[config.mk]
export PLATFORM = sky130hd
export DESIGN_NAME = io_input_conditioner
export DESIGN_NICKNAME = d
export VERILOG_FILES = /design/src/rtl/io_cond_pkg.sv /design/src/rtl/io_debounce_ch.sv /design/src/rtl/io_input_conditioner.sv
export SDC_FILE = /design/constraint.sdc
export NUM_CORES = 1
export LEC_CHECK = 0
export CAP_MARGIN = 20
export CORE_MARGIN = 4
export CORE_UTILIZATION = 60
export CTS_CLUSTER_DIAMETER = 30
export DETAILED_ROUTE_END_ITERATION = 16
export HOLD_SLACK_MARGIN = 0.05
export PLACE_DENSITY = 0.9
export REMOVE_ABC_BUFFERS = 1
export SYNTH_ARGS = -nofsm -noshare
export SYNTH_HDL_FRONTEND = slang
export SYNTH_HIERARCHICAL = 1
export SYNTH_SLANG_ARGS = --single-unit
[constraint.sdc]
create_clock -name i_clk -period 2.6 [get_ports i_clk]
set_input_delay 0.65 -clock i_clk [delete_from_list [all_inputs] [get_ports i_clk]]
set_output_delay 0.65 -clock i_clk [all_outputs]
set_load 0.01 [all_outputs]
[src/rtl/io_cond_pkg.sv]
// rtl/io_cond_pkg.sv - shared idle levels and default debounce length for the input conditioner
package io_cond_pkg;

    localparam logic BTN_IDLE = 1'b1;
    localparam logic SW_IDLE  = 1'b0;

    localparam int DEBOUNCE_10MS_50MHZ = 500000;

endpackage

[src/rtl/io_debounce_ch.sv]
// rtl/io_debounce_ch.sv - one channel: two-flop synchroniser, stability counter, edge pulses
module io_debounce_ch
    import io_cond_pkg::*;
#(
    parameter logic IDLE_VAL        = SW_IDLE,
    parameter int   DEBOUNCE_CYCLES = DEBOUNCE_10MS_50MHZ,
    parameter int   CNT_W           = $clog2(DEBOUNCE_CYCLES)
) (
    input  logic i_clk,
    input  logic i_rst_n,
    input  logic i_raw,
    output logic o_level,
    output logic o_rise,
    output logic o_fall
);

    localparam logic [CNT_W-1:0] CNT_LAST = CNT_W'(DEBOUNCE_CYCLES - 1);
    localparam logic [CNT_W-1:0] CNT_ONE  = CNT_W'(1);

    logic             s1;
    logic             s2;
    logic [CNT_W-1:0] cnt;

    // Synchronise the raw pin, count consecutive disagreeing cycles, accept the new level
    // once the count completes; pulses are registered so they line up with the new level.
    always_ff @(posedge i_clk) begin
        if (!i_rst_n) begin
            s1      <= IDLE_VAL;
            s2      <= IDLE_VAL;
            o_level <= IDLE_VAL;
            cnt     <= '0;
            o_rise  <= 1'b0;
            o_fall  <= 1'b0;
        end else begin
            s1     <= i_raw;
            s2     <= s1;
            o_rise <= 1'b0;
            o_fall <= 1'b0;
            if (s2 == o_level) begin
                cnt <= '0;
            end else if (cnt != CNT_LAST) begin
                cnt <= cnt + CNT_ONE;
            end else begin
                o_level <= s2;
                cnt     <= '0;
                o_rise  <= s2;
                o_fall  <= ~s2;
            end
        end
    end

endmodule

[src/rtl/io_input_conditioner.sv]
// rtl/io_input_conditioner.sv - debounced buttons/switches with edge pulses; IO_BTN_TOGGLE_EN adds o_btn_toggle
module io_input_conditioner
    import io_cond_pkg::*;
#(
    parameter int NUM_BTN         = 4,
    parameter int NUM_SW          = 4,
    parameter int DEBOUNCE_CYCLES = DEBOUNCE_10MS_50MHZ,
    parameter int CNT_W           = $clog2(DEBOUNCE_CYCLES)
) (
    input  logic               i_clk,
    input  logic               i_rst_n,
    input  logic [NUM_BTN-1:0] i_btn_raw,
    input  logic [NUM_SW-1:0]  i_sw_raw,
    output logic [NUM_BTN-1:0] o_io_btn,
    output logic [NUM_SW-1:0]  o_io_sw,
    output logic [NUM_BTN-1:0] o_btn_press,
    output logic [NUM_BTN-1:0] o_btn_release,
    output logic [NUM_SW-1:0]  o_sw_change
`ifdef IO_BTN_TOGGLE_EN
    ,
    output logic [NUM_BTN-1:0] o_btn_toggle
`endif
);

    logic [NUM_SW-1:0] sw_rise;
    logic [NUM_SW-1:0] sw_fall;

    // Buttons idle high: a falling debounced level is a press, a rising one a release.
    for (genvar i = 0; i < NUM_BTN; i++) begin : g_btn
        io_debounce_ch #(
            .IDLE_VAL        (BTN_IDLE),
            .DEBOUNCE_CYCLES (DEBOUNCE_CYCLES),
            .CNT_W           (CNT_W)
        ) u_ch (
            .i_clk   (i_clk),
            .i_rst_n (i_rst_n),
            .i_raw   (i_btn_raw[i]),
            .o_level (o_io_btn[i]),
            .o_rise  (o_btn_release[i]),
            .o_fall  (o_btn_press[i])
        );
    end

    // Switches idle low; either direction counts as a change.
    for (genvar i = 0; i < NUM_SW; i++) begin : g_sw
        io_debounce_ch #(
            .IDLE_VAL        (SW_IDLE),
            .DEBOUNCE_CYCLES (DEBOUNCE_CYCLES),
            .CNT_W           (CNT_W)
        ) u_ch (
            .i_clk   (i_clk),
            .i_rst_n (i_rst_n),
            .i_raw   (i_sw_raw[i]),
            .o_level (o_io_sw[i]),
            .o_rise  (sw_rise[i]),
            .o_fall  (sw_fall[i])
        );
    end

    assign o_sw_change = sw_rise | sw_fall;

`ifdef IO_BTN_TOGGLE_EN
    // Latched on/off per button: flips the cycle after each press pulse.
    always_ff @(posedge i_clk) begin
        if (!i_rst_n) begin
            o_btn_toggle <= '0;
        end else begin
            o_btn_toggle <= o_btn_toggle ^ o_btn_press;
        end
    end
`endif

endmodule
==> summary.txt <==
I/O Pins = 30
P_sw = 1.119 mW
CP top delay family = buffers and inverters
CP Buf/Inv Count = 1
Fin. Hold Viols = 0
H-tree Lvls = 4
vias post-DR = 6769
max-slew violations = 0
initial antenna violation count = 0
Worst Max-Slew Pin Slew = 674.2 ps
Die H = 130.4 um
Pwr per Cell Area = 551.3 nW/um2
GP Congestion = 0.8592
Worst setup EP type = primary output
first-pass GRT wire length = 29360 um
Seq cells post-synth = 192
Syn. warnings = 6
PnR Total Power = 5.503 mW
clock group share of total power = 44.7%
DR vias/cell = 5.771
Final Instance Count excl. Fillers = 1173
Min Hold Slack = 423.6 ps
post-cts resize count = 0
CTS tree = built
slowest cell delay on critical path = 480 ps
post-synthesis sequential area ratio = 42.73%
Comb power frac = 1.4%
DP Cell Count = 1141
CP cell instances = or2_1, clkdlybuf4s50_1
pin count of the biggest net entering global routing = 34
CTS Root Cell = clkbuf_16
fin nets = 994
Clock Path Buffers = 2
Leakage = 3.288 nW
final wirelength = 17050 um
syn avg cell area = 9.579 um2
die area = 17010 um2
GRT Total Usage = 20.87%
vias in the first global route = 6514
Port Buffer Count = 29
slowest CP cell = clkdlybuf4s50_1
Max-Cap Viols = 0
Avg WL per Cell = 14.54 um
Main synth FF type = dfxtp_1
Initial Utilization = 61.66%
Die X = 130.4 um
most common cell after layout, fill and taps aside = dfxtp_1
n_diodes = 0
status = complete, no violations
CTS Buf Count = 17
fin crit period = 2084 ps
worst path required time = 1950 ps
hpwl dp = 11380 um
Area Overhead vs Synth = 10.98%
Flop pwr share = 53.9%
async set or reset register ratio after synthesis = 0%
Post-CTS Setup Repair Bufs = 0
switching part of the total power = 20.32%
Crit Path Max Fanout = 1
Pint = 4.385 mW
Mapped Cells = 939
startpoint types = flop
number of synthesized flops with an enable pin = 0
CTS Sinks = 192
Post-route DRC = 0
Hold Crit Class = flop to flop
setup TNS = 0 ps
Unique masters post-synth = 54
grt ovf = 0
Rel. slew slack = 55.06%
count of hold-fix buffers inserted at cts = 0
Pre-antenna DRT Iters = 5
most frequent cells in the layout = dfxtp_1, nor2_1, xnor2_1
Final period util = 80.16%
kind of critical path = flop to primary output
1st-iter DRT viols = 356
num rows = 44
core box area = 14590 um2
RSZ-0062 raised after global routing = no
Final Core Density = 68.42%
Worst EP arrival = 1430 ps
Setup Skew = 6.574 ps
post-route ant nets = 0
Final setup viols = 0
VDD IR max = 465.6 uV
Synth Cell Area = 8995 um2
Achievable Freq = 479.8 MHz
Clk Latency, worst-skew pair = 430 ps
layout cells sized above 1 = 12.34%
clk slew on worst S/H paths = 60 ps
metrics by stage:
stage	area (um2)	worst slack, ps
6_report	9982	515.8
5_1_grt	9982	458.1
4_1_cts	9982	490.3
3_5_place_dp	9423	582.9
3_3_place_gp	9423	687.6
2_1_floorplan	8877	935.3
path summary, 6_finish.rpt:
path,from,to,slack [ps],depth (start not counted)
setup reg to reg,g_sw[1].u_ch/cnt[0],g_sw[1].u_ch/cnt[12],600,5
hold / removal,g_btn[3].u_ch/s1,g_btn[3].u_ch/s2,420,1
setup / recovery,g_sw[2].u_ch/o_fall,o_sw_change[2],520,2
hold reg to reg,g_btn[3].u_ch/s1,g_btn[3].u_ch/s2,420,1
worst register-to-register path: cells and delay by family (launching register included):
family | cells | cell delay [ps]
flops | 1 | 390
compound gates | 1 | 520
fa+ha+maj | 1 | 240
simple gates | 3 | 730
layout make-up:
cell class	count	area (um2)
clock buffers	23	478.0
fillers	1052	4607
flip-flops and latches	192	3844
clock inverters	9	81.33
well taps	184	230.2
repair buffers	33	315.3
inverters	36	135.1
multi-input cells	696	4898
per-layer routing:
layer  share of wire [%]  track usage, %  wire [um]
met3                 3.5           5.407        594
met1                  46           26.16       7765
met5                   0               0          0
met2                  50           35.70       8513
met4                 1.0           5.989        179
cells by family (layout without fill, tap and decap cells):
family,after synthesis,in the layout,synth area share (%)
simple gates,503,503,35.87
flops,192,192,42.73
xor+xnor,118,118,11.49
compound gates,65,65,5.759
buf+inv,51,101,2.810
fa+ha+maj,8,8,1.113
mux,2,2,0.2226
flip-flops by register name, indices dropped and copies added, names as in the netlist:
signal              count
g_btn.u_ch/cnt         76
g_sw.u_ch/cnt          76
g_btn.u_ch/o_fall       4
g_btn.u_ch/o_level      4
g_btn.u_ch/o_rise       4
g_btn.u_ch/s1           4
g_btn.u_ch/s2           4
g_sw.u_ch/o_fall        4
g_sw.u_ch/o_level       4
g_sw.u_ch/o_rise        4
g_sw.u_ch/s1            4
g_sw.u_ch/s2            4
Yosys cell counts (5+ instances only):
master,instances,area [um2]
dfxtp_1,192,3844
nor2_1,146,548.0
xnor2_1,76,665.6
nand2_1,71,266.5
nand3_1,50,250.2
xor2_1,42,367.9
inv_1,36,135.1
nand4_1,31,193.9
nor4_1,30,187.7
nor3_1,25,125.1
a21oi_1,22,110.1
nor4_2,19,237.7
and3_1,15,93.84
nand4_2,14,175.2
nand4_4,12,255.2
nor3b_1,10,75.07
and2_1,9,56.30
ha_1,8,100.1
nand2b_1,8,50.05
buf_4,7,52.55
or4_4,7,78.83
o21ai_0,6,30.03
o31ai_1,6,45.04
or4_1,6,45.04
nor4_4,5,106.4
power groups by stage:
stage | Clock, mW | Combinational [mW] | Sequential [mW]
after floorplan | 0 | 0.0380 | 3.03
after global placement | 0 | 0.0744 | 3.03
after detailed placement | 0 | 0.0775 | 3.03
after CTS | 2.50 | 0.0785 | 2.97
after global routing | 2.63 | 0.0857 | 2.97
final | 2.46 | 0.0776 | 2.97
(Power assumes the default switching activity.)
